==> config.mk <==
export PLATFORM = sky130hd
export DESIGN_NAME = bbcbc_stream_gen
export DESIGN_NICKNAME = d
export VERILOG_FILES = /design/src/rtl/bbcbc_stream_gen.sv
export SDC_FILE = /design/constraint.sdc
export NUM_CORES = 1
export LEC_CHECK = 0
export ABC_AREA = 0
export BUFFER_PORTS_ARGS = -buffer_cell sky130_fd_sc_hd__buf_2
export CORE_MARGIN = 4
export CORE_UTILIZATION = 57
export CTS_CLUSTER_DIAMETER = 200
export DETAILED_ROUTE_END_ITERATION = 8
export PLACE_DENSITY = 0.79
export SLEW_MARGIN = 0
export SYNTH_ARGS = -nofsm -noshare
export SYNTH_HDL_FRONTEND = slang
export SYNTH_SLANG_ARGS = --single-unit
==> constraint.sdc <==
create_clock -name clk -period 3.4 [get_ports clk]
set_clock_uncertainty 0.2 [all_clocks]
set_input_delay 0.34 -clock clk [delete_from_list [all_inputs] [get_ports clk]]
set_output_delay 0.34 -clock clk [all_outputs]
set_load 0.02 [all_outputs]
==> src/rtl/bbcbc_stream_gen.sv <==
// bbcbc_stream_gen: serial pattern transmitter for the BBCBC detection path.
// On an accepted start it sends PATTERN (bit 4 first) count_i times on d_o,
// qualified by valid_o, with gap_i idle cycles between repetitions.
//
// Optional feature macro: BBCBC_GEN_ERR_INJECT_EN
//   Adds err_i; when latched high, symbol index 0 of every repetition is
//   inverted so downstream detectors never see a clean pattern.
//
// Ports:
//   clk      in   rising-edge clock
//   rst      in   synchronous active-high reset
//   start_i  in   request pulse, honoured only while busy_o = 0
//   count_i  in   repetitions (CNT_W), latched on accepted start
//   gap_i    in   idle cycles between repetitions (GAP_W), latched on start
//   err_i    in   (macro only) corrupt last symbol of each repetition
//   d_o      out  serial symbol, 0 whenever valid_o = 0
//   valid_o  out  d_o qualifier
//   busy_o   out  high while sending or in an inter-pattern gap
//   done_o   out  one-cycle pulse after the final symbol
module bbcbc_stream_gen #(
  parameter logic [4:0]  PATTERN = 5'b11010,
  parameter int unsigned CNT_W   = 8,
  parameter int unsigned GAP_W   = 4
) (
  input  logic             clk,
  input  logic             rst,
  input  logic             start_i,
  input  logic [CNT_W-1:0] count_i,
  input  logic [GAP_W-1:0] gap_i,
`ifdef BBCBC_GEN_ERR_INJECT_EN
  input  logic             err_i,
`endif
  output logic             d_o,
  output logic             valid_o,
  output logic             busy_o,
  output logic             done_o
);

  localparam int unsigned IDX_W   = 3;
  localparam logic [IDX_W-1:0] IDX_FIRST = IDX_W'(4);

  typedef enum logic [1:0] {
    S_IDLE = 2'd0,
    S_SEND = 2'd1,
    S_GAP  = 2'd2,
    S_DONE = 2'd3
  } state_t;

  state_t           r_state, w_state_nx;
  logic [IDX_W-1:0] r_idx, w_idx_nx;
  logic [CNT_W-1:0] r_rem, w_rem_nx, w_rem_dec;
  logic [GAP_W-1:0] r_gap_len, w_gap_len_nx;
  logic [GAP_W-1:0] r_gap_cnt, w_gap_cnt_nx;
  logic             r_d, r_valid, r_busy, r_done;
  logic             w_d_nx, w_valid_nx, w_busy_nx, w_done_nx;
  logic             w_inj;

`ifdef BBCBC_GEN_ERR_INJECT_EN
  logic r_err, w_err_nx;
`endif

  // State, counters and registered outputs
  always_ff @(posedge clk) begin
    if (rst) begin
      r_state   <= S_IDLE;
      r_idx     <= '0;
      r_rem     <= '0;
      r_gap_len <= '0;
      r_gap_cnt <= '0;
      r_d       <= 1'b0;
      r_valid   <= 1'b0;
      r_busy    <= 1'b0;
      r_done    <= 1'b0;
`ifdef BBCBC_GEN_ERR_INJECT_EN
      r_err     <= 1'b0;
`endif
    end else begin
      r_state   <= w_state_nx;
      r_idx     <= w_idx_nx;
      r_rem     <= w_rem_nx;
      r_gap_len <= w_gap_len_nx;
      r_gap_cnt <= w_gap_cnt_nx;
      r_d       <= w_d_nx;
      r_valid   <= w_valid_nx;
      r_busy    <= w_busy_nx;
      r_done    <= w_done_nx;
`ifdef BBCBC_GEN_ERR_INJECT_EN
      r_err     <= w_err_nx;
`endif
    end
  end

  // Next state; outputs are derived from the next state so they line up
  // with it once registered (symbol 4 appears the cycle after the start edge)
  always_comb begin
    w_state_nx   = r_state;
    w_idx_nx     = r_idx;
    w_rem_nx     = r_rem;
    w_gap_len_nx = r_gap_len;
    w_gap_cnt_nx = r_gap_cnt;
    w_rem_dec    = r_rem - CNT_W'(1);
`ifdef BBCBC_GEN_ERR_INJECT_EN
    w_err_nx     = r_err;
`endif

    case (r_state)
      // DONE samples start_i exactly like IDLE so requests can chain
      S_IDLE, S_DONE: begin
        w_state_nx = S_IDLE;
        if (start_i) begin
          if (count_i != '0) begin
            w_state_nx   = S_SEND;
            w_idx_nx     = IDX_FIRST;
            w_rem_nx     = count_i;
            w_gap_len_nx = gap_i;
            w_gap_cnt_nx = '0;
`ifdef BBCBC_GEN_ERR_INJECT_EN
            w_err_nx     = err_i;
`endif
          end else begin
            w_state_nx = S_DONE;
          end
        end
      end

      S_SEND: begin
        if (r_idx == '0) begin
          w_rem_nx = w_rem_dec;
          if (w_rem_dec == '0) begin
            w_state_nx = S_DONE;
          end else if (r_gap_len == '0) begin
            w_idx_nx = IDX_FIRST;
          end else begin
            // Counter runs gap_len-1 down to 0: exactly gap_len idle cycles
            w_state_nx   = S_GAP;
            w_gap_cnt_nx = r_gap_len - GAP_W'(1);
          end
        end else begin
          w_idx_nx = r_idx - IDX_W'(1);
        end
      end

      S_GAP: begin
        if (r_gap_cnt == '0) begin
          w_state_nx = S_SEND;
          w_idx_nx   = IDX_FIRST;
        end else begin
          w_gap_cnt_nx = r_gap_cnt - GAP_W'(1);
        end
      end

      default: begin
        w_state_nx   = S_IDLE;
        w_idx_nx     = '0;
        w_rem_nx     = '0;
        w_gap_len_nx = '0;
        w_gap_cnt_nx = '0;
`ifdef BBCBC_GEN_ERR_INJECT_EN
        w_err_nx     = 1'b0;
`endif
      end
    endcase

`ifdef BBCBC_GEN_ERR_INJECT_EN
    w_inj = w_err_nx && (w_idx_nx == '0);
`else
    w_inj = 1'b0;
`endif

    w_valid_nx = (w_state_nx == S_SEND);
    w_d_nx     = w_valid_nx ? (PATTERN[w_idx_nx] ^ w_inj) : 1'b0;
    w_busy_nx  = (w_state_nx == S_SEND) || (w_state_nx == S_GAP);
    w_done_nx  = (w_state_nx == S_DONE);
  end

  assign d_o     = r_d;
  assign valid_o = r_valid;
  assign busy_o  = r_busy;
  assign done_o  = r_done;

endmodule

**After elaboration in Yosys (flattened, before gate mapping)**

Memories as Yosys holds them, arrays and structs flattened. A register that Yosys moved wholly into a read port is not among the register bits.
Index checks and enable logic that the tools add are counted.

- Register bits after elaboration: 24
- Memories kept: 1
- Word-level logic and storage cells: 64
- Bits of input ports: 15
- Bits in read-only memories: 8

Memories:

| memory | words | width | rd ports | clocked after Yosys merged registers in | wr ports | RTL line | source |
|---|---|---|---|---|---|---|---|
| (no name shown) | 8 | 1 | 1 | 1 | 0 | 171 | `w_d_nx = w_valid_nx ? (PATTERN[w_idx_nx] ^ w_inj) : 1'b0;` |

- Mux-type cells: 25
- $add $sub $neg: 4
- Equal/unequal tests: 12
- Reductions and logical operators: 13
- Bitwise operators: 1

Operators by type and width:

| cell | count |
|---|---|
| $mux 4 | 6 |
| $mux 8 | 3 |
| $mux 3 | 6 |
| $pmux 8 s2 | 1 |
| $mux 2 | 6 |
| $ne 2x2->1 const B | 6 |
| $pmux 4 s3 | 1 |
| $pmux 3 s3 | 1 |
| $eq 2x2->1 const B | 4 |
| $logic_not 4->1 | 2 |
| $logic_not 8->1 | 1 |
| $reduce_bool 8->1 | 1 |
| $sub 4x1->4 const B | 2 |
| $sub 8x1->8 const B | 1 |
| $pmux 2 s3 | 1 |
| $reduce_and 6->1 | 1 |
| $eq 2x1->1 const B | 2 |
| $reduce_and 4->1 | 1 |
| $reduce_or 2->1 | 2 |
| $logic_not 3->1 | 1 |
| $reduce_and 3->1 | 1 |
| $sub 3x1->3 const B | 1 |
| $logic_not 2->1 | 1 |
| $reduce_bool 2->1 | 1 |
| 2 further kinds | 2 |

**Depth between registers and ports, before layout**

Gate-level depths: netlist of the first run.

- Depth after elaboration: 8
- Gate-level depth with buffers: 10
- Gate-level depth less buffers: 9

**Worst setup path before layout of the first run**

Ideal clock, no wire load.

- Path type: reg2reg
- Start point: register r_rem[0]
- End point: register r_d (netlist: d_o)
- Path slack: 0.670 ns
- Stages on the path, launching flop included: 11
- Data required time: 3.069 ns
- Library setup time: 0.131 ns
- Clock period less this slack: 2.730 ns
- Arrival time: 2.399 ns
- Cells stage by stage: dfxtp_1 inv_1 ha_1 or3b_4 or4_4 and3_1 buf_6 a31o_2 ha_1 nor2b_1 a21boi_0

- Word-level cells in the longest chain between the ends: 8
- Elaborated cells between the ends (all ways): 11
- Those cells by class: 1 x add/sub; 1 x eq/ne; 6 x mux; 1 x bitwise; 2 x reduce/logical

Ends and longest elaborated chain:

| item | RTL line | source |
|---|---|---|
| from (decl) | 51 | `logic [CNT_W-1:0] r_rem, w_rem_nx, w_rem_dec;` |
| from (signal assigned) | 80 | `r_rem <= w_rem_nx;` |
| $sub 8x1->8 | 101 | `w_rem_dec = r_rem - CNT_W'(1);` |
| $logic_not 8->1 | 129 | `if (w_rem_dec == '0) begin` |
| $mux 2 | 129 |  |
| $mux 2 | 127 | `if (r_idx == '0) begin` |
| $pmux 2 s3 | 106 | `case (r_state)` |
| net w_state_nx[0] | 49 | `state_t r_state, w_state_nx;` |
| $eq 2x1->1 | 170 | `w_valid_nx = (w_state_nx == S_SEND);` |
| net w_valid_nx | 55 | `logic w_d_nx, w_valid_nx, w_busy_nx, w_done_nx;` |
| $not 1->1 (no source line) | -- |  |
| $reduce_or 2->1 (no source line) | -- |  |
| to (decl) | 54 | `logic r_d, r_valid, r_busy, r_done;` |

The timed path passes the listed nets, and every way through them passes these cells.
A chain may end at the register's enable or synchronous reset.

**Worst setup path in the final report of the first run**

- Start point: register r_rem[0]
- End point: register r_d (netlist: d_o)

- Word-level cells in the longest chain between the ends: 8
- Elaborated cells between the ends (all ways): 11
- Those cells by class: 1 x add/sub; 1 x eq/ne; 6 x mux; 1 x bitwise; 2 x reduce/logical

Ends and longest elaborated chain:

| item | RTL line |
|---|---|
| $sub 8x1->8 | 101 |
| $logic_not 8->1 | 129 |
| $mux 2 | 129 |
| $mux 2 | 127 |
| $pmux 2 s3 | 106 |
| $eq 2x1->1 | 170 |
| net w_valid_nx | 55 |
| $not 1->1 (no source line) | -- |
| $reduce_or 2->1 (no source line) | -- |

The timed path passes the listed nets, and every way through them passes these cells.

==> results of run 1 <==
==> final timing paths <==
kind	cells after the start	end	slack (ns)	from
hold / removal	3	r_gap_len[0]	0.03	gap_i[0]
hold reg to reg	1	r_idx[1]	0.32	r_idx[1]
setup reg to reg	9	d_o	0.47	r_rem[0]
setup / recovery	9	d_o	0.47	r_rem[0]
==> synthesized netlist by cell type (2+ instances only) <==
master                      count
sky130_fd_sc_hd__xnor2_1        2
sky130_fd_sc_hd__clkbuf_1       6
sky130_fd_sc_hd__nor3_1         3
sky130_fd_sc_hd__o21ai_0       14
sky130_fd_sc_hd__inv_1         10
sky130_fd_sc_hd__nand2_1       13
sky130_fd_sc_hd__nor2b_1        6
sky130_fd_sc_hd__nand3_1        6
sky130_fd_sc_hd__a21oi_1       10
sky130_fd_sc_hd__nor2_1        18
sky130_fd_sc_hd__o31ai_1        2
sky130_fd_sc_hd__a41oi_1        2
sky130_fd_sc_hd__ha_1           8
sky130_fd_sc_hd__nor4_1         4
sky130_fd_sc_hd__and2_1         2
sky130_fd_sc_hd__a31o_2         2
sky130_fd_sc_hd__mux2i_1       11
sky130_fd_sc_hd__a221o_1        3
sky130_fd_sc_hd__o2111ai_1      4
sky130_fd_sc_hd__buf_1          2
sky130_fd_sc_hd__o41ai_1        2
sky130_fd_sc_hd__a221oi_1       2
sky130_fd_sc_hd__a211oi_1       2
sky130_fd_sc_hd__or4_1          3
sky130_fd_sc_hd__dfxtp_1       25
sky130_fd_sc_hd__o2bb2ai_1      2
==> per-stage QoR <==
stage / util (%) / setup WS, ns / area [sq um] / hold slack [ns] / power, mW
3_3_place_gp: 65.14 / 0.5961 / 1658 / 0.2830 / 0.5753
3_5_place_dp: 65.14 / 0.4847 / 1658 / 0.2844 / 0.5869
2_1_floorplan: - / 0.6698 / 1564 / 0.2197 / 0.5263
6_report: 66.18 / 0.4680 / 1684 / 0.02886 / 0.7250
5_1_grt: 66.18 / 0.2514 / 1684 / 0.03607 / 0.7793
4_1_cts: 66.18 / 0.4482 / 1684 / 0.03686 / 0.7202
==> power by group through the flow <==
stage | Clock [mW] | Sequential, mW | Combinational [mW]
floorplan | 0 | 0.352 | 0.174
global placement | 0 | 0.354 | 0.221
detailed placement | 0 | 0.356 | 0.231
CTS | 0.139 | 0.350 | 0.232
global route | 0.158 | 0.356 | 0.265
finish | 0.138 | 0.351 | 0.236
==> critical path, stage by stage, from the launching register on <==
cell	delay, ns
sky130_fd_sc_hd__dfxtp_1	0.37
sky130_fd_sc_hd__inv_1	0.10
sky130_fd_sc_hd__ha_1	0.23
sky130_fd_sc_hd__or3b_4	0.42
sky130_fd_sc_hd__or4_4	0.45
sky130_fd_sc_hd__a31o_2	0.27
sky130_fd_sc_hd__o21ai_0	0.30
sky130_fd_sc_hd__ha_1	0.20
sky130_fd_sc_hd__nor2b_1	0.15
sky130_fd_sc_hd__a21boi_0	0.18
==> flip-flops by register name, summed over array words and instances, names as in the netlist <==
register	flops
r_gap_cnt	4
r_rem	8
valid_o	1
busy_o	1
r_state	2
done_o	1
r_idx	3
d_o	1
r_gap_len	4
==> logic make-up (layout without fill, tap and decap cells) <==
kind of cell,Yosys count,count (layout),synth area share (%)
flip-flops,25,25,32.00
buffers and inverters,20,34,5.280
XOR/XNOR,3,3,1.680
AO/OA/AOI/OAI,58,58,26.72
adder cells (fa/ha/maj),8,8,6.400
multiplexers,11,11,7.040
AND/OR/NAND/NOR,63,63,20.88
==> layer usage <==
metal  vias to the layer above  share of wire [%]  track usage [%]  wire length, um
li1                        732                  -                -                -
met1                       734                 45            33.33             1731
met2                        50                 47            39.97             1817
met3                         9                5.6            3.617              214
met4                         0                2.3            10.76               87
met5                         -                  0                0                0
==> cell type report <==
class | count | area [sq um]
clock buffers | 4 | 26.28
fillers | 230 | 860.8
inverters | 11 | 41.29
multi-input cells | 143 | 980.9
flip-flops and latches | 25 | 500.5
well taps | 30 | 37.54
repair buffers | 19 | 97.59
==> layout by cell type (no fill, tap or decap), types with 2 or more instances in the layout <==
| cell type | instances |
|---|---|
| sky130_fd_sc_hd__dfxtp_1 | 25 |
| sky130_fd_sc_hd__nor2_1 | 18 |
| sky130_fd_sc_hd__buf_2 | 18 |
| sky130_fd_sc_hd__o21ai_0 | 14 |
| sky130_fd_sc_hd__nand2_1 | 13 |
| sky130_fd_sc_hd__mux2i_1 | 11 |
| sky130_fd_sc_hd__inv_1 | 10 |
| sky130_fd_sc_hd__a21oi_1 | 10 |
| sky130_fd_sc_hd__ha_1 | 8 |
| sky130_fd_sc_hd__nor2b_1 | 6 |
| sky130_fd_sc_hd__nand3_1 | 6 |
| sky130_fd_sc_hd__nor4_1 | 4 |
| sky130_fd_sc_hd__o2111ai_1 | 4 |
| sky130_fd_sc_hd__or4_1 | 3 |
| sky130_fd_sc_hd__a221o_1 | 3 |
| sky130_fd_sc_hd__nor3_1 | 3 |
| sky130_fd_sc_hd__clkbuf_4 | 3 |
| sky130_fd_sc_hd__o31ai_1 | 2 |
| sky130_fd_sc_hd__xnor2_1 | 2 |
| sky130_fd_sc_hd__o41ai_1 | 2 |
| sky130_fd_sc_hd__a31o_2 | 2 |
| sky130_fd_sc_hd__a41oi_1 | 2 |
| sky130_fd_sc_hd__a211oi_1 | 2 |
| sky130_fd_sc_hd__a221oi_1 | 2 |
| sky130_fd_sc_hd__and2_1 | 2 |
| sky130_fd_sc_hd__o2bb2ai_1 | 2 |
==> parameters.txt, run 1 <==
Parameter                              Value

Outcome
  Outcome    completed

Drt
  Via-to-Cell Ratio    approximately 6.6
  Routed length per instance    about 17 um
  # DRC    0
  Count of routing violations after the opening detailed-route iteration    102
  Antenna viol nets, final    0
  Vias    around 1500
  Drt total wl    ~3.9 mm
  First-pass iteration count of the detailed router    4

Power
  Portion of total power attributed to the clock network    19.1%
  Static leakage    about 0.67 nW
  Cell internal power dissipation    0.4635 mW
  Part of the total power dissipated in combinational logic    32.5%
  Switching fraction of total power    36.06%
  Pwr Density    430.5 nW/um^2
  Switching power    0.2614 mW
  Power share of the sequential group    48.4%
  Largest vdd supply drop    298.6 uV

Floorplan
  Die height    60.38 um
  Floorplan die width    roughly 60 um
  Initial cell density of the core    61.46%
  Placeable core region    2545 sq um
  Total die area    3646 sq um
  Cell row count    18
  Ports    19

GRT
  Largest net degree at the start of global routing    23
  Number of global-route vias before repair    1444
  Number of antenna violations at the first check in global routing    0
  Residual overflow from global routing    0
  Gr usage total    24.93%
  First-pass GRT wire length    6.879 mm

Timing
  Fin crit period    2.932 ns
  Post-route fraction of the period consumed by the critical path    between 80% and 90%
  Final-report hold violation count    0
  RSZ-0062 raised after global routing    no
  Max_slew headroom    44.92%
  Max Clock Freq    341.1 MHz
  Setup_tns    0 ns
  Number of max-slew violations in the final report    0
  Finish-stage setup viols    0
  Actual transition at the worst max-transition pin    0.8262 ns

Synthesis
  Synthesized net count    211
  Cells taking the most area after synthesis    sky130_fd_sc_hd__dfxtp_1, sky130_fd_sc_hd__mux2i_1, sky130_fd_sc_hd__ha_1
  Number of synthesized flops with an enable pin    0
  Leading register cell type out of synthesis    sky130_fd_sc_hd__dfxtp_1
  Yosys top cell by area    sky130_fd_sc_hd__dfxtp_1
  Register bit count reported by yosys    25
  Proportion of netlist area held by the largest area contributor    32.00%
  Post-synthesis average cell area    8.319 sq um
  Cells after synthesis    188
  Distinct cell type count after synthesis    50
  Async set-or-reset flop fraction in the synthesized netlist    0%
  Yosys Warn Count    0
  Post-synthesis instance area    1564 sq um
  Share of the yosys chip area belonging to registers    32.00%

Cells and area
  Layout overhead on the synthesized area    7.680%
  Non-filler instance count after layout    232
  Share of final-layout standard cells stronger than drive strength 1    13.86%
  Count of nets after finishing    226
  Ant. Diodes    0

Hold path
  Tightest Hold Check Type    primary input to register

Placement
  Final estimated routing congestion in global placement    0.9281
  Final HPWL from detailed placement    2.861 mm
  DP Cell Count    228
  Quantity of I/O buffers inserted on ports    18

Setup path
  Critical Path AT    3.00 ns
  Critical Path Sink Type    register
  Type of the setup path with the least slack    register to register
  Critical Path RT    3.47 ns
  Type of element launching the critical path    register
  Critical path fanouts, max    5

Clock tree
  Clock tree from TritonCTS    done
  Clock buffer depth    2
  Buffer cell driving the clock tree root    sky130_fd_sc_hd__clkbuf_4
  Worst skew pair latency    roughly 0.33 ns
  Sinks on Clock Net    25
  Number of CTS-inserted buffers    3
  Clock transition at the registers of the reported paths    between 0.1 and 0.15 ns
  Post-cts repair resize count    0
  H-tree lvl count    1
  Post-CTS setup buffer count    0
  Cts-stage hold buffer count    0

Job
  Max-capacitance violation count    0
Power figures use the tool's default switching activity.
==> inputs of run 2 (changes only) <==
--- a/config.mk
+++ b/config.mk
@@ -7,8 +7,11 @@
 export LEC_CHECK = 0
 export ABC_AREA = 0
 export BUFFER_PORTS_ARGS = -buffer_cell sky130_fd_sc_hd__buf_2
+export CAP_MARGIN = 10
+export CELL_PAD_IN_SITES_DETAIL_PLACEMENT = 1
+export CELL_PAD_IN_SITES_GLOBAL_PLACEMENT = 2
 export CORE_MARGIN = 4
-export CORE_UTILIZATION = 57
+export CORE_UTILIZATION = 34
 export CTS_CLUSTER_DIAMETER = 200
 export DETAILED_ROUTE_END_ITERATION = 8
 export PLACE_DENSITY = 0.79
==> run 2 against run 1 <==
Effect of this change: sequential power about the same; cell area up 4.6%; critical path depth unchanged; global-route usage down 6.7 points; largest cell class unchanged; highest routed layer unchanged.
==> parameters.txt, run 2 (synthesized netlist as in run 1, its figures left out) <==
Parameter                              Value

Outcome
  Outcome    completed

Setup path
  Critical Path Sink Type    register
  Critical Path AT    3.01 ns (about the same)
  Depth of the most critical reg-to-reg path    9 (unchanged)
  Critical Path RT    3.40 ns (-0.07 ns)
  Type of the setup path with the least slack    register to register
  Launching point of the worst reg2reg path    r_rem[0]
  Worst R2R Setup Slack    0.39 ns (-0.08 ns)
  Reg2reg end    d_o
  Type of element launching the critical path    register
  Slowest library cell on the worst path    sky130_fd_sc_hd__or4_4
  Critical path's top delay family    simple AND/OR/NAND/NOR gates
  Ordered list of cells on the worst path    inv_1, ha_1, or3b_4, or4_4, a31o_2, o21ai_0, ha_1, nor2b_1, a21boi_0
  Most Frequent Cell on Critical Path    sky130_fd_sc_hd__ha_1
  WP buf/inv    1 (unchanged)
  Critical path fanouts, max    5 (unchanged)
  Peak per-stage delay on the critical path    0.45 ns (about the same)

Cells and area
  Leading registers by flop count    r_rem (8), r_gap_cnt (4), r_gap_len (4)
  Share of final-layout standard cells stronger than drive strength 1    16.02% (+2.2 points)
  Top register by number of flip-flops    r_rem
  Commonest non-fill, non-tap cell in the layout    sky130_fd_sc_hd__dfxtp_1
  Ant. Diodes    0 (unchanged)
  Number of flip-flops in the largest register    8 (unchanged)
  Layout overhead on the synthesized area    12.64%
  Count of nets after finishing    230 (+1.8%)
  Commonest non-fill, non-tap cells in the layout    sky130_fd_sc_hd__dfxtp_1, sky130_fd_sc_hd__nor2_1, sky130_fd_sc_hd__buf_2
  Post-route cell area    1762 sq um (+4.6%)
  Final core utilization    39.91% (-26 points)

Floorplan
  Placeable core region    4414 sq um (+73%)
  Initial cell density of the core    35.43% (-26 points)
  Floorplan die width    75.83 um (+26%)
  Ports    19 (unchanged)
  Total die area    5749 sq um (+58%)
  Die height    75.83 um (+26%)
  Cell row count    24 (+6)

Placement
  Final HPWL from detailed placement    3.495 mm (+22%)
  Final estimated routing congestion in global placement    0.7676 (-17%)
  Quantity of I/O buffers inserted on ports    18 (unchanged)
  Instance area after placement    1715 sq um (+3.5%)

Timing
  Max Clock Freq    332.3 MHz (-2.6%)
  RSZ-0062 raised after global routing    no
  Finish-stage setup viols    0 (unchanged)
  Post-route fraction of the period consumed by the critical path    88.51% (+2.3 points)
  Fin crit period    3.009 ns (+0.07729 ns)
  Max_slew headroom    48.72% (+3.8 points)
  Number of max-slew violations in the final report    0 (unchanged)
  Actual transition at the worst max-transition pin    0.7592 ns (-0.06697 ns)
  Final-report hold violation count    0 (unchanged)
  Setup_tns    0 ns (unchanged)
  Worst hold slack across all endpoints    0.1079 ns (+0.07903 ns)

Drt
  Routed length per instance    17.83 um (+7.5%)
  First-pass iteration count of the detailed router    4 (unchanged)
  Antenna viol nets, final    0 (unchanged)
  Drt total wl    4.601 mm (+20%)
  Vias    1496 (-1.9%)
  Via-to-Cell Ratio    5.798 (-12%)
  Count of routing violations after the opening detailed-route iteration    70 (-31%)
  # DRC    0 (unchanged)

Hold path
  Worst hold path stage count    3 (unchanged)
  Tightest Hold Check Type    primary input to register
  Hold EP    r_gap_len[3]
  Hold Crit Start    gap_i[3]

Clock tree
  Worst skew pair latency    0.27 ns (-0.06 ns)
  Sinks on Clock Net    25 (unchanged)
  Clock tree from TritonCTS    done
  Post-CTS setup buffer count    0 (unchanged)
  Cts-stage hold buffer count    0 (unchanged)
  Number of CTS-inserted buffers    3 (unchanged)
  H-tree lvl count    1 (unchanged)
  Clock transition at the registers of the reported paths    0.09 ns (-0.05 ns)
  Post-cts repair resize count    0 (unchanged)
  Clock buffer depth    2 (unchanged)
  Buffer cell driving the clock tree root    sky130_fd_sc_hd__clkbuf_8

GRT
  First-pass GRT wire length    7.976 mm (+16%)
  Number of global-route vias before repair    1576 (+9.1%)
  Number of antenna violations at the first check in global routing    0 (unchanged)
  Gr usage total    18.22% (-6.7 points)
  Residual overflow from global routing    0 (unchanged)
  Largest net degree at the start of global routing    23 (unchanged)

Power
  Static leakage    0.6995 nW (+4.5%)
  Largest vdd supply drop    178.4 uV (-40%)
  Pwr Density    445.2 nW/um^2 (+3.4%)
  Total power    0.7843 mW (+8.2%)

Job
  Max-capacitance violation count    0 (unchanged)
==> run 2: cell count changes in the layout (fill, tap and decap cells not counted) <==
cell,delta
sky130_fd_sc_hd__buf_4,+4
sky130_fd_sc_hd__clkbuf_1,-1
sky130_fd_sc_hd__clkbuf_4,-3
sky130_fd_sc_hd__clkbuf_8,+3
sky130_fd_sc_hd__clkinv_2,+1
==> run 2: report_power, final <==
group	internal (mW)	switching, mW	total, mW
logic	0.106	0.145	0.251
clock network	0.0820	0.0991	0.181
registers	0.320	0.0327	0.352
total	0.507	0.277	0.784
==> run 2: worst reg2reg max path: stages, from the launching register on <==
cell                       delay [ns]
sky130_fd_sc_hd__dfxtp_1         0.36
sky130_fd_sc_hd__inv_1           0.11
sky130_fd_sc_hd__ha_1            0.23
sky130_fd_sc_hd__or3b_4          0.42
sky130_fd_sc_hd__or4_4           0.45
sky130_fd_sc_hd__a31o_2          0.27
sky130_fd_sc_hd__o21ai_0         0.33
sky130_fd_sc_hd__ha_1            0.22
sky130_fd_sc_hd__nor2b_1         0.17
sky130_fd_sc_hd__a21boi_0        0.19
==> run 2: through the flow <==
stage                     std cells  setup slack [ns]
after floorplan                 188            0.6698
after global placement          254            0.5736
after detailed placement        254            0.3750
after CTS                       258            0.3670
after global routing            258           0.07550
final                           258            0.3907
==> run 2: worst max-delay path by stage <==
| stage | start | end | slack (ns) | cells past startpoint |
|---|---|---|---|---|
| 3_5_place_dp | r_rem[0] | d_o | 0.37 | 9 |
| 4_1_cts | r_rem[0] | d_o | 0.37 | 9 |
| 5_1_grt | r_rem[0] | d_o | 0.08 | 9 |
| 6_report | r_rem[0] | d_o | 0.39 | 9 |
| 2_1_floorplan | r_rem[0] | d_o | 0.67 | 10 |
| 3_3_place_gp | r_rem[0] | d_o | 0.57 | 9 |
==> run 2: layout make-up <==
type | instances | area [sq um]
Timing Repair Buffer | 23 | 127.6
Clock inverter | 1 | 5.005
Tap cell | 52 | 65.06
Sequential cell | 25 | 500.5
Fill cell | 532 | 2653
Clock buffer | 3 | 41.29
Multi-Input combinational cell | 143 | 980.9
Inverter | 11 | 41.29
==> run 2: routing by layer <==
metal  track usage [%]  wire (um)  part of all wire, %  vias up
met5                 0          0                    0        -
met4             5.049         71                  1.5        0
met3             2.375        128                  2.8        6
met2             29.47       2205                   48       24
met1             25.32       2195                   48      724
li1                  -          -                    -      742
==> inputs of run 3 (changes only) <==
--- a/config.mk
+++ b/config.mk
@@ -14,7 +14,7 @@
 export CORE_UTILIZATION = 34
 export CTS_CLUSTER_DIAMETER = 200
 export DETAILED_ROUTE_END_ITERATION = 8
-export PLACE_DENSITY = 0.79
+export PLACE_DENSITY = 0.75
 export SLEW_MARGIN = 0
 export SYNTH_ARGS = -nofsm -noshare
 export SYNTH_HDL_FRONTEND = slang
==> run 3 against run 2 <==
Effect of this change: sequential power about the same; clock-buffer cell count unchanged; cell area up 0.43%; combinational power about the same; hold slack better by 0.0033 ns; critical path type unchanged; largest cell class unchanged; highest routed layer unchanged.
==> parameters.txt, run 3 (synthesized netlist as in run 1, its figures left out) <==
Parameter                              Value

Floorplan
  Total die area    5749 sq um (unchanged)
  Cell row count    24 (unchanged)
  Floorplan die width    75.83 um (unchanged)
  Initial cell density of the core    35.43% (unchanged)
  Ports    19 (unchanged)
  Die height    75.83 um (unchanged)
  Placeable core region    4414 sq um (unchanged)

Timing
  Max Clock Freq    336.0 MHz (+1.1%)
  Worst hold slack across all endpoints    0.1112 ns (+0.003317 ns)
  RSZ-0062 raised after global routing    no
  Setup_tns    0 ns (unchanged)
  Fin crit period    2.976 ns (-0.03332 ns)
  Post-route worst setup slack    0.4240 ns (+0.03332 ns)
  Actual transition at the worst max-transition pin    0.9880 ns (+0.2287 ns)
  Max_slew headroom    33.27% (-15 points)
  Finish-stage setup viols    0 (unchanged)
  Post-route fraction of the period consumed by the critical path    87.53% (-0.98 points)
  Number of max-slew violations in the final report    0 (unchanged)
  Final-report hold violation count    0 (unchanged)

GRT
  Number of antenna violations at the first check in global routing    0 (unchanged)
  First-pass GRT wire length    7.679 mm (-3.7%)
  Number of global-route vias before repair    1570 (-0.38%)
  Largest net degree at the start of global routing    23 (unchanged)
  Gr usage total    17.45% (-0.77 points)
  Residual overflow from global routing    0 (unchanged)

Setup path
  Peak per-stage delay on the critical path    0.45 ns (about the same)
  Slowest library cell on the worst path    sky130_fd_sc_hd__or4_4
  Type of element launching the critical path    register
  Critical Path Sink Type    register
  Critical Path RT    3.41 ns (about the same)
  WP buf/inv    1 (unchanged)
  Critical path's top delay family    simple AND/OR/NAND/NOR gates
  Critical path fanouts, max    5 (unchanged)
  Ordered list of cells on the worst path    inv_1, ha_1, or3b_4, or4_4, a31o_2, o21ai_0, ha_1, nor2b_1, a21boi_0
  Depth of the most critical reg-to-reg path    9 (unchanged)
  WP depth    9 (unchanged)
  Type of the setup path with the least slack    register to register
  Critical Path AT    2.98 ns (-0.03 ns)
  Most Frequent Cell on Critical Path    sky130_fd_sc_hd__ha_1

Power
  Pwr Density    446.4 nW/um^2 (+0.28%)
  Largest vdd supply drop    195.5 uV (+9.6%)
  Static leakage    0.7050 nW (+0.78%)

Clock tree
  Cts-stage hold buffer count    0 (unchanged)
  Number of CTS-inserted buffers    3 (unchanged)
  Post-cts repair resize count    0 (unchanged)
  Post-CTS setup buffer count    0 (unchanged)
  Buffer cell driving the clock tree root    sky130_fd_sc_hd__clkbuf_8
  H-tree lvl count    1 (unchanged)
  Clock tree from TritonCTS    done
  Clock transition at the registers of the reported paths    0.10 ns (about the same)
  Worst skew pair latency    0.27 ns (about the same)
  Clock buffer depth    2 (unchanged)
  Sinks on Clock Net    25 (unchanged)

Placement
  Quantity of I/O buffers inserted on ports    18 (unchanged)
  Final estimated routing congestion in global placement    0.8678 (+13%)
  Final HPWL from detailed placement    3.512 mm (+0.49%)
  DP Cell Count    255 (+0.39%)
  Pre-CTS worst setup slack    0.4448 ns (+0.06984 ns)

Drt
  Antenna viol nets, final    0 (unchanged)
  Drt total wl    4.629 mm (+0.61%)
  First-pass iteration count of the detailed router    4 (unchanged)
  # DRC    0 (unchanged)
  Routed length per instance    17.87 um (+0.22%)
  Vias    1529 (+2.2%)
  Via-to-Cell Ratio    5.903 (+1.8%)
  Count of routing violations after the opening detailed-route iteration    108 (+54%)

Hold path
  Tightest Hold Check Type    primary input to register
  Worst hold path stage count    3 (unchanged)

Cells and area
  Layout overhead on the synthesized area    13.12%
  Leading registers by flop count    r_rem (8), r_gap_cnt (4), r_gap_len (4)
  Share of final-layout standard cells stronger than drive strength 1    16.43% (+0.41 points)
  Commonest non-fill, non-tap cell in the layout    sky130_fd_sc_hd__dfxtp_1
  Commonest non-fill, non-tap cells in the layout    sky130_fd_sc_hd__dfxtp_1, sky130_fd_sc_hd__nor2_1, sky130_fd_sc_hd__buf_2
  Non-filler instance count after layout    259 (+0.39%)
  Number of flip-flops in the largest register    8 (unchanged)
  Number of fillers in the final layout    533 (+0.19%)
  Count of nets after finishing    231 (+0.43%)
  Top register by number of flip-flops    r_rem
  Ant. Diodes    0 (unchanged)

Outcome
  Outcome    completed

Job
  Max-capacitance violation count    0 (unchanged)
run 3: metal layers:
metal  share of wire, %  up-vias  wire (um)  global-route usage (%)
met5                  0        -          0                       0
met4               0.56        0         26                   4.078
met3                3.8        4        177                   2.902
met2                 47       26       2161                   28.04
met1                 49      757       2265                   24.31
li1                   -      742          -                       -
run 3: worst paths after layout:
kind / from / to / slack [ns]
hold / removal: gap_i[1] / r_gap_len[1] / 0.11
setup / recovery: r_rem[0] / d_o / 0.42
hold reg to reg: r_rem[7] / r_rem[7] / 0.32
setup reg to reg: r_rem[0] / d_o / 0.42
run 3: worst reg2reg max path: stages, from the launching register on:
cell	delay [ns]
sky130_fd_sc_hd__dfxtp_1	0.36
sky130_fd_sc_hd__inv_1	0.12
sky130_fd_sc_hd__ha_1	0.24
sky130_fd_sc_hd__or3b_4	0.42
sky130_fd_sc_hd__or4_4	0.45
sky130_fd_sc_hd__a31o_2	0.27
sky130_fd_sc_hd__o21ai_0	0.31
sky130_fd_sc_hd__ha_1	0.21
sky130_fd_sc_hd__nor2b_1	0.16
sky130_fd_sc_hd__a21boi_0	0.18
run 3: per-stage QoR:
step                instance area (sq um)  util (%)  power [mW]
floorplan                            1564         -      0.5263
global placement                     1723     39.03      0.5973
detailed placement                   1723     39.03      0.6090
CTS                                  1769     40.08      0.7911
global route                         1769     40.08      0.8346
finish                               1769     40.08      0.7898
run 3: report_power, final:
group | switching (mW) | internal [mW] | leakage (nW)
Combinational | 0.146 | 0.106 | 0.474
Sequential | 0.0331 | 0.320 | 0.205
Clock | 0.103 | 0.0821 | 0.0255
Total | 0.282 | 0.508 | 0.705
run 3: layout make-up:
class / instances / area [sq um] / share of cell area [%]
clock buffers: 3 / 41.29 / 2.334
clock inverters: 1 / 5.005 / 0.2829
inverters: 11 / 41.29 / 2.334
multi-input cells: 143 / 980.9 / 55.45
flip-flops and latches: 25 / 500.5 / 28.29
well taps: 52 / 65.06 / 3.678
repair buffers: 24 / 135.1 / 7.638
